===== config.mk =====
export PLATFORM = sky130hd
export DESIGN_NAME = simple_unpacker
export DESIGN_NICKNAME = d
export VERILOG_FILES = /design/src/rtl/simple_adapter_pkg.sv /design/src/rtl/simple_fifo.sv /design/src/rtl/simple_unpacker.sv
export SDC_FILE = /design/constraint.sdc
export NUM_CORES = 1
export LEC_CHECK = 0
export BUFFER_PORTS_ARGS = -buffer_cell sky130_fd_sc_hd__buf_4
export CAP_MARGIN = 10
export CORE_MARGIN = 8
export CORE_UTILIZATION = 47
export CTS_CLUSTER_DIAMETER = 150
export DETAILED_ROUTE_END_ITERATION = 6
export GPL_TIMING_DRIVEN = 0
export MAX_ROUTING_LAYER = met4
export PLACE_DENSITY = 0.77
export SYNTH_ARGS = -nofsm -noshare
export SYNTH_HDL_FRONTEND = slang
export SYNTH_SLANG_ARGS = --single-unit

===== constraint.sdc =====
create_clock -name clk -period 9.9 [get_ports clk]
set_input_delay 0.495 -clock clk [delete_from_list [all_inputs] [get_ports clk]]
set_output_delay 0.495 -clock clk [all_outputs]
set_load 0.1 [all_outputs]

===== src/rtl/simple_adapter_pkg.sv =====
// Shared definitions for the simple_adapter / simple_unpacker width-conversion chain.
// The helpers are constant functions so every parameterised width is derived
// from the same rules on both sides of the chain.
package simple_adapter_pkg;

    // Output stage states: waiting for a word, or emitting its lanes.
    typedef enum logic {
        ST_IDLE  = 1'b0,
        ST_SHIFT = 1'b1
    } unpack_state_t;

    // Ceiling log2 for elaboration-time sizing (returns 0 for v <= 1).
    function automatic int clog2(input int v);
        int r;
        int x;
        r = 0;
        x = 1;
        while (x < v) begin
            x = x << 1;
            r = r + 1;
        end
        return r;
    endfunction

    // Number of narrow lanes carried by one wide word.
    function automatic int calc_ratio(input int width_wide, input int width_narrow);
        return width_wide / width_narrow;
    endfunction

    // Width of a lane count that must be able to hold the value RATIO itself.
    function automatic int lane_width(input int ratio);
        return clog2(ratio) + 1;
    endfunction

endpackage


===== src/rtl/simple_fifo.sv =====
// Small synchronous FIFO with show-ahead read data: rdata always presents the
// head entry, so the consumer can pop and use the word in the same cycle.
module simple_fifo
    import simple_adapter_pkg::*;
#(
    parameter int WIDTH = 8,
    parameter int DEPTH = 2
) (
    input  logic             clk,
    input  logic             rst,
    input  logic             push,
    input  logic             pop,
    input  logic [WIDTH-1:0] wdata,
    output logic [WIDTH-1:0] rdata,
    output logic             full,
    output logic             empty
);

    localparam int AW = (clog2(DEPTH) < 1) ? 1 : clog2(DEPTH);

    logic [WIDTH-1:0] r_mem [DEPTH];
    logic [AW-1:0]    r_wr_ptr;
    logic [AW-1:0]    r_rd_ptr;
    logic [AW:0]      r_count;

    logic w_do_push;
    logic w_do_pop;

    assign w_do_push = push & ~full;
    assign w_do_pop  = pop & ~empty;

    assign full  = (r_count == (AW + 1)'(DEPTH));
    assign empty = (r_count == '0);
    assign rdata = r_mem[r_rd_ptr];

    // Storage array: written on accepted pushes, never reset (contents are
    // only meaningful between the pointers).
    always_ff @(posedge clk) begin
        if (w_do_push) begin
            r_mem[r_wr_ptr] <= wdata;
        end
    end

    // Pointer and occupancy tracking; simultaneous push and pop keeps count.
    always_ff @(posedge clk or posedge rst) begin
        if (rst) begin
            r_wr_ptr <= '0;
            r_rd_ptr <= '0;
            r_count  <= '0;
        end else begin
            if (w_do_push) begin
                r_wr_ptr <= r_wr_ptr + 1'b1;
            end
            if (w_do_pop) begin
                r_rd_ptr <= r_rd_ptr + 1'b1;
            end
            case ({w_do_push, w_do_pop})
                2'b10:   r_count <= r_count + 1'b1;
                2'b01:   r_count <= r_count - 1'b1;
                default: r_count <= r_count;
            endcase
        end
    end

endmodule


===== src/rtl/simple_unpacker.sv =====
// Wide-to-narrow serializer: buffers WIDTH_DIN words and emits them as
// WIDTH_DOUT beats, lane 0 (LSBs) first, honouring a per-packet lane count
// on the final word. A word arriving while the buffer is empty and the output
// stage wants data bypasses the FIFO so its first lane appears next cycle.
module simple_unpacker
    import simple_adapter_pkg::*;
#(
    parameter int WIDTH_DIN  = 128,
    parameter int WIDTH_DOUT = 16,
    parameter int DEPTH      = 2
) (
    input  logic                                  clk,
    input  logic                                  rst,
    input  logic                                  din_vld,
    output logic                                  din_rdy,
    input  logic                                  din_last,
    input  logic [clog2(WIDTH_DIN/WIDTH_DOUT):0]  din_lanes,
    input  logic [WIDTH_DIN-1:0]                  din,
    output logic                                  dout_vld,
    input  logic                                  dout_rdy,
    output logic                                  dout_last,
    output logic [WIDTH_DOUT-1:0]                 dout
);

    localparam int RATIO = calc_ratio(WIDTH_DIN, WIDTH_DOUT);
    localparam int LW    = lane_width(RATIO);
    localparam int PW    = WIDTH_DIN + 1 + LW;
    localparam logic [LW-1:0] LANES_FULL = LW'(RATIO);

    // Input side
    logic [LW-1:0]        w_in_lanes;
    logic [PW-1:0]        w_in_payload;
    logic                 w_push;

    // FIFO interface
    logic                 w_fifo_push;
    logic                 w_fifo_pop;
    logic [PW-1:0]        w_fifo_rdata;
    logic                 w_fifo_full;
    logic                 w_fifo_empty;

    // Word selected for loading into the output stage
    logic [PW-1:0]        w_head;
    logic [WIDTH_DIN-1:0] w_head_word;
    logic                 w_head_last;
    logic [LW-1:0]        w_head_lanes;

    // Output stage control
    logic                 w_last_lane;
    logic                 w_word_done;
    logic                 w_want;
    logic                 w_load;
    logic                 w_bypass;

    // Output stage registers
    unpack_state_t        r_state;
    logic [WIDTH_DIN-1:0] r_shift;
    logic [LW-1:0]        r_cnt;
    logic [LW-1:0]        r_lanes;
    logic                 r_last;

    // Lane count of an incoming word: full unless it is a last word with a
    // count in 1..RATIO; out-of-range counts fall back to a full word.
    always_comb begin
        w_in_lanes = LANES_FULL;
        if (din_last && (din_lanes != '0) && (din_lanes <= LANES_FULL)) begin
            w_in_lanes = din_lanes;
        end
    end

    assign w_in_payload = {din, din_last, w_in_lanes};

    // Ready only reflects buffer occupancy, never the downstream handshake.
    assign din_rdy = ~rst & ~w_fifo_full;
    assign w_push  = din_vld & din_rdy;

    assign w_last_lane = (r_cnt == (r_lanes - 1'b1));
    assign w_word_done = (r_state == ST_SHIFT) & dout_rdy & w_last_lane;
    assign w_want      = (r_state == ST_IDLE) | w_word_done;

    // A load can be fed from the FIFO head or, when the FIFO is empty, from
    // the word being pushed this very cycle.
    assign w_load      = w_want & (~w_fifo_empty | w_push);
    assign w_bypass    = w_load & w_fifo_empty;
    assign w_fifo_push = w_push & ~w_bypass;
    assign w_fifo_pop  = w_load & ~w_fifo_empty;

    assign w_head       = w_fifo_empty ? w_in_payload : w_fifo_rdata;
    assign w_head_word  = w_head[PW-1 -: WIDTH_DIN];
    assign w_head_last  = w_head[LW];
    assign w_head_lanes = w_head[LW-1:0];

    simple_fifo #(
        .WIDTH (PW),
        .DEPTH (DEPTH)
    ) u_fifo (
        .clk   (clk),
        .rst   (rst),
        .push  (w_fifo_push),
        .pop   (w_fifo_pop),
        .wdata (w_in_payload),
        .rdata (w_fifo_rdata),
        .full  (w_fifo_full),
        .empty (w_fifo_empty)
    );

    // IDLE/SHIFT state machine: loads words, shifts out one lane per accepted
    // beat and chains straight into the next word without a bubble.
    always_ff @(posedge clk or posedge rst) begin
        if (rst) begin
            r_state <= ST_IDLE;
            r_shift <= '0;
            r_cnt   <= '0;
            r_lanes <= '0;
            r_last  <= 1'b0;
        end else begin
            case (r_state)
                ST_IDLE: begin
                    if (w_load) begin
                        r_shift <= w_head_word;
                        r_cnt   <= '0;
                        r_lanes <= w_head_lanes;
                        r_last  <= w_head_last;
                        r_state <= ST_SHIFT;
                    end
                end
                ST_SHIFT: begin
                    if (dout_rdy) begin
                        if (!w_last_lane) begin
                            r_shift <= r_shift >> WIDTH_DOUT;
                            r_cnt   <= r_cnt + 1'b1;
                        end else if (w_load) begin
                            r_shift <= w_head_word;
                            r_cnt   <= '0;
                            r_lanes <= w_head_lanes;
                            r_last  <= w_head_last;
                        end else begin
                            // Clear the datapath so an idle output reads as zero.
                            r_shift <= '0;
                            r_cnt   <= '0;
                            r_last  <= 1'b0;
                            r_state <= ST_IDLE;
                        end
                    end
                end
                default: begin
                    r_state <= ST_IDLE;
                end
            endcase
        end
    end

    assign dout      = r_shift[WIDTH_DOUT-1:0];
    assign dout_vld  = (r_state == ST_SHIFT);
    assign dout_last = dout_vld & r_last & w_last_lane;

endmodule


==> results of run 1 <==
layout make-up:
class,instances,area share (%)
Antenna cell,1,0.0123
Buffer,115,2.80
Clock buffer,61,6.24
Clock inverter,17,0.505
Inverter,8,0.172
Multi-Input combinational cell,715,23.6
Sequential cell,408,56.8
Tap cell,461,2.84
Timing Repair Buffer,166,7.01
flip-flops by register name, indices dropped and copies added (netlist names):
signal           flops
r_cnt                4
u_fifo.r_mem       266
r_last               1
u_fifo.r_rd_ptr      1
dout_vld             1
u_fifo.r_count       2
r_shift            128
u_fifo.r_wr_ptr      1
r_lanes              4
metal layers:
layer  up-vias  part of all wire, %
met2       469                   49
li1       5177                    -
met3        78                  7.3
met4         0                  2.8
met5         -                    0
met1      5654                   41
final timing paths:
path	startpoint	end	cells past startpoint
min reg2reg	r_shift[121]	r_shift[121]	2
max in group asynchronous	rst	r_shift[61]	4
max reg2reg	r_lanes[0]	u_fifo.r_mem[1][73]	10
max	r_lanes[0]	u_fifo.r_mem[1][73]	10
min in group asynchronous	rst	r_lanes[3]	3
min	din[125]	u_fifo.r_mem[1][130]	1
through the flow:
step | util [%] | setup slack, ps | area (sq um)
finish | 57.3 | 6400 | 20300
global route | 57.3 | 6220 | 20300
CTS | 57.3 | 6350 | 20300
detailed placement | 53.4 | 6410 | 18900
global placement | 52.6 | -1200 | 18700
floorplan | - | 1930 | 16900
cell families after synthesis:
logic type	after synthesis	synth area share, %
xor+xnor	11	0.651
mux	139	8.26
flops	408	68.2
buf+inv	123	3.54
compound gates	275	11.7
simple gates	287	7.47
fa+ha+maj	3	0.222
placed cells by master (no fill, tap or decap), types with 7 or more instances in the layout:
master     instances
a21oi_1          132
nor2_1           133
nand2_1           22
buf_2             26
inv_1              7
mux2i_1          134
edfxtp_1         266
o21ai_0           23
clkbuf_16         47
buf_4            170
a221o_1          113
dfrtp_1          142
clkbuf_1          71
nor3_1           114
clkinv_1           9
worst max-delay path, cell delays in order (launching register included):
cell	delay [ps]
dfrtp_1	430
inv_1	70
ha_1	300
xor2_1	170
and3_1	220
a311oi_1	260
o21ai_0	330
nor2_4	700
buf_12	280
buf_12	220
buf_16	200
where the power goes:
group          total, mW  internal, mW  switching (mW)
Clock               1.56         0.916           0.644
Combinational       2.30         0.842            1.45
Sequential          2.44          2.21           0.229
==> summary.txt, run 1 <==
Reg area - 11,500 sq um
Share of the synthesized area in the top cell type - 47.2%
Post-synthesis register bit count - 408
Synth warnings - 0
Least-Margin Pin Slew - 1130 ps
Setup Viol. Count Final - 0
Routed Antenna Nets - 0
GR peak layer - met2
Crit path time final - 3500 ps
DR vias/cell - 5.83
Prevailing post-synth register cell - edfxtp_1
All-Layer GR Usage - 20.9%
Peak VDD IR - 0.326 mV
GR Layer Usage met2 - 33.4%
Largest net degree at the start of global routing - 102
Fraction of layout cells with a size suffix above 1 - 18.9%
CTS tree - done
DR vias - 11,400
Finished Layout Cells - 1,952
Post-synth ARST share - 34.8%
Root buffer cell - clkbuf_16
Cell variety after synth - 36
Worst-path fanout max - 26
FP Rows - 69
GP Congestion - 0.882
CP Launch Type - flip-flop
Clk_skew - 17.2 ps
Status - finished clean
Syn Area/Cell - 13.6 sq um
GR Layer Usage met3 - 4.20%
Type of the tightest min-delay check - in -> reg
Reg2Reg Setup Slack - 6400 ps
Area delta synth->final - 20.1%
Htree depth - 2
Die Ht - 206 um
Skew-Pair Late Insertion Delay - 550 ps
CTS Buf Count - 42
Most numerous cell in the Yosys netlist - edfxtp_1
Final Max Tran Viols - 0
Port Buf Inserts - 154
Number of gates resized after cts - 0
Met1 usage - 26.6%
Largest cells by area after synthesis - edfxtp_1 (47%), dfrtp_1 (21%), mux2i_1 (7.9%), a221o_1 (6.7%), a21oi_1 (3.9%)
Setup CP Type - reg -> reg
PwrDens - 310 nW/um^2
RSZ-0062 raised after global routing - false
Synth area leader - edfxtp_1
Total grt overflow - 0
Critical Path AT - 3740 ps
CTS sink cnt - 408
# IOs - 156
DRC Markers - 0
Fillcell total - 2,790
Post-synthesis cell area - 16,900 sq um
Lkg Pwr - 8.07 nW
Area of the multi-input gates - 4800 sq um
WP data required - 10,150 ps
DRT iter0 DRCs - 1,058
HPWL Detailed - 30,400 um
Core outline area - 35,500 sq um
WL per Instance - 22.1 um
Commonest cells in the netlist - edfxtp_1 (266), dfrtp_1 (142), nor2_1 (135), mux2i_1 (134), a21oi_1 (132)
Post-CTS Hold Fix Bufs - 1
Final Hold Slack - 136 ps
WL final - 43,200 um
Total power - 6.29 mW
Antenna violations before repair - 1
Die ar. - 42,300 sq um
Rel. slew slack - 24.2%
Clock slew seen by the registers of the worst setup and hold paths - 60 ps
F_max - 286 MHz
Post-synth EDFFs - 266
CTS Buffer Depth - 3
Period utilisation layout - 35.3%
Synth Net Count - 1,386
Final Hold Viols - 0
First-pass GRT wire length - 66,500 um
Crit. End Element - flip-flop
Total negative slack - 0 ps
Max-cap violations - 0
Net count, final - 1,596
Drt first pass iters - 5
Vias in the first global route - 11,700
Die Width - 206 um
Post-synthesis sequential area ratio - 68.2%
Initial Utilization - 47.7%
Setup bufs post-CTS - 0
Placed cell count - 1,872
Mapped Cells - 1,246
(Power assumes the default switching activity.)
==> run 2, diff against run 1 <==
--- a/config.mk
+++ b/config.mk
@@ -5,6 +5,7 @@
 export SDC_FILE = /design/constraint.sdc
 export NUM_CORES = 1
 export LEC_CHECK = 0
+export ABC_AREA = 1
 export BUFFER_PORTS_ARGS = -buffer_cell sky130_fd_sc_hd__buf_4
 export CAP_MARGIN = 10
 export CORE_MARGIN = 8
==> constraint.sdc (replaced) <==
create_clock -name clk -period 3.4 [get_ports clk]
set_input_delay 0.17 -clock clk [delete_from_list [all_inputs] [get_ports clk]]
set_output_delay 0.17 -clock clk [all_outputs]
set_load 0.1 [all_outputs]
==> summary.txt, run 2 <==
WL final - 46,700 um (was 43,200 um)
CTS Buffer Depth - 3 (unchanged)
Post-synth EDFFs - 266 (unchanged)
Least-Margin Pin Slew - 977 ps (was 1130 ps)
Post-CTS Hold Fix Bufs - 135 (was 1)
Finished Layout Cells - 2,562 (was 1,952)
Lkg Pwr - 9.17 nW (was 8.07 nW)
CTS sink cnt - 408 (unchanged)
Area of the multi-input gates - 4900 sq um (was 4800 sq um)
Largest register FFs - 266 (unchanged)
Final Max Tran Viols - 0 (unchanged)
Post-synthesis sequential area ratio - 66.9% (was 68.2%)
Final Hold Viols - 0 (unchanged)
GP Congestion - 0.901 (was 0.882)
HPWL Detailed - 31,500 um (was 30,400 um)
Die ar. - 43,100 sq um (was 42,300 sq um)
Worst r2r path cells - 14 (was 10)
Crit. End Element - output pin (was flip-flop)
Net count, final - 2,198 (was 1,596)
CTS tree - done (unchanged)
Total grt overflow - 0 (unchanged)
Share of the synthesized area in the top cell type - 46.3% (was 47.2%)
Prevailing post-synth register cell - edfxtp_1 (unchanged)
Largest reg by FF count - u_fifo.r_mem (unchanged)
DR vias - 13,600 (was 11,400)
Syn Area/Cell - 10.1 sq um (was 13.6 sq um)
Critical Path AT - 2930 ps (was 3740 ps)
DRT iter0 DRCs - 1,189 (was 1,058)
Synth Net Count - 1,852 (was 1,386)
Biggest regs - u_fifo.r_mem (266), r_shift (128) (unchanged)
Drt first pass iters - 7 (was 5)
Setup Viol. Count Final - 0 (unchanged)
Crit path time final - 3100 ps
Post-synthesis register bit count - 408 (unchanged)
Most frequent cells in the layout - nand2_1 (536), edfxtp_1 (266), a21oi_1 (207), buf_4 (182), nor2_1 (155) (was edfxtp_1 (266), buf_4 (170), dfrtp_1 (142), mux2i_1 (134), nor2_1 (133))
CP Capture Point - dout_last (was u_fifo.r_mem[1][73])
Reg area - 11,500 sq um (about the same)
Largest net degree at the start of global routing - 44 (was 102)
Rel. slew slack - 34.8% (was 24.2%)
Antenna violations before repair - 1 (unchanged)
Largest cells by area after synthesis - edfxtp_1 (46%), dfrtp_1 (21%), nand2_1 (12%), a21oi_1 (6.0%), nand3_1 (3.7%) (was edfxtp_1 (47%), dfrtp_1 (21%), mux2i_1 (7.9%), a221o_1 (6.7%), a21oi_1 (3.9%))
Initial Utilization - 47.4% (was 47.7%)
Post-synthesis cell area - 17,300 sq um (was 16,900 sq um)
Peak VDD IR - 0.454 mV (was 0.326 mV)
Final Hold Slack - 200 ps (was 136 ps)
Number of gates resized after cts - 0 (unchanged)
CP Launch Type - flip-flop (unchanged)
First-pass GRT wire length - 73,900 um (was 66,500 um)
Fraction of layout cells with a size suffix above 1 - 15.9% (was 18.9%)
Htree depth - 2 (unchanged)
F_max - 323 MHz
Clock slew seen by the registers of the worst setup and hold paths - 70 ps (was 60 ps)
Mapped Cells - 1,712 (was 1,246)
# IOs - 156 (unchanged)
Vias in the first global route - 14,100 (was 11,700)
Commonest non-fill, non-tap cell in the layout - nand2_1 (was edfxtp_1)
Most numerous cell in the Yosys netlist - nand2_1 (was edfxtp_1)
Port Buf Inserts - 155 (was 154)
Type of the tightest min-delay check - in -> reg (unchanged)
Placed cell count - 2,347 (was 1,872)
Routed Antenna Nets - 0 (unchanged)
Clk_skew - 13.5 ps (was 17.2 ps)
All-Layer GR Usage - 21.8% (was 20.9%)
Synth area leader - edfxtp_1 (unchanged)
Skew-Pair Late Insertion Delay - 550 ps (about the same)
Worst R2R End - u_fifo.r_mem[0][76] (was u_fifo.r_mem[1][73])
Synth warnings - 0 (unchanged)
Reg2Reg Setup Slack - 320 ps (was 6400 ps)
FP Rows - 70 (was 69)
PwrDens - 847 nW/um^2 (was 310 nW/um^2)
Cell variety after synth - 29 (was 36)
Total power - 18.7 mW (was 6.29 mW)
Root buffer cell - clkbuf_16 (unchanged)
Status - finished clean (unchanged)
Worst-path fanout max - 10 (was 26)
Fillcell total - 2,929 (was 2,790)
Post-synth ARST share - 34.8% (unchanged)
Die Ht - 208 um (was 206 um)
Setup CP Type - reg -> out (was reg -> reg)
Max-cap violations - 0 (unchanged)
Commonest cells in the netlist - nand2_1 (538), edfxtp_1 (266), a21oi_1 (207), nor2_1 (157), dfrtp_1 (142) (was edfxtp_1 (266), dfrtp_1 (142), nor2_1 (135), mux2i_1 (134), a21oi_1 (132))
Core outline area - 36,400 sq um (was 35,500 sq um)
DRC Markers - 0 (unchanged)
Area delta synth->final - 27.7% (was 20.1%)
DR vias/cell - 5.32 (was 5.83)
Reg2reg start - r_lanes[0] (unchanged)
Setup bufs post-CTS - 0 (unchanged)
Total negative slack - 0 ps (unchanged)
Die Width - 208 um (was 206 um)
Period utilisation layout - 91.2%
RSZ-0062 raised after global routing - false (unchanged)
WP data required - 3230 ps (was 10,150 ps)
WL per Instance - 18.2 um (was 22.1 um)
CP Launch Point - r_lanes[0] (unchanged)
CTS Buf Count - 42 (unchanged)
-- run 2: power breakdown --
group | internal [mW] | switching (mW) | total [mW]
Clock | 2.66 | 1.90 | 4.55
Sequential | 6.52 | 0.640 | 7.16
Combinational | 2.25 | 4.71 | 6.96
Total | 11.4 | 7.24 | 18.7
-- run 2: layout make-up --
class	count	share of cell area, %
antenna	2	0.0227
clock buffer	64	5.76
clock inverter	14	0.460
tap	468	2.66
multi-input combinational	1126	22.2
buffer	122	2.92
timing repair buffer	302	12.6
sequential	408	52.4
inverter	56	0.971
-- run 2: logic make-up after synthesis --
family / after synthesis / synth area share, %
buffers and inverters: 178 / 4.94
XOR/XNOR: 4 / 0.203
flip-flops: 408 / 66.9
adder cells (fa/ha/maj): 3 / 0.217
AO/OA/AOI/OAI: 289 / 8.72
AND/OR/NAND/NOR: 830 / 19.1
-- run 2: critical path, cell delays in order (launching register included) --
cell and delay [ps]:
dfrtp_1 380, inv_1 90, ha_1 320, nand2_1 90, clkinv_1 60, nor2_1 80, nand2_1 60, nor2_1 160
nand2_1 190, clkbuf_1 270, nor2_1 320, buf_4 360
-- run 2: worst min-delay path by stage --
stage | start | endpoint | slack (ps) | cells past startpoint
4_1_cts | dout_rdy | dout_vld | 180 | 6
3_3_place_gp | din[127] | u_fifo.r_mem[0][132] | 360 | 1
3_5_place_dp | rst | u_fifo.r_count[1] | 330 | 2
2_1_floorplan | din[95] | u_fifo.r_mem[0][100] | 270 | 0
6_report | dout_rdy | dout_vld | 200 | 6
5_1_grt | dout_rdy | dout_vld | 260 | 6
-- run 2: per-stage QoR --
stage / area [sq um] / setup slack (ps) / utilization, %
after detailed placement: 19300 / 309 / 53.0
after floorplan: 17300 / -397 / -
after global routing: 22000 / 88.3 / 60.5
final: 22000 / 300 / 60.5
after global placement: 19100 / -1630 / 52.3
after CTS: 22000 / 298 / 60.5
-- run 2: layer usage --
layer	track usage, %	share of wire, %	vias to the layer above
met5	-	0	-
met4	7.15	3.2	0
met3	3.56	6.7	104
met2	36.2	49	547
met1	27.1	41	6531
li1	-	-	6451
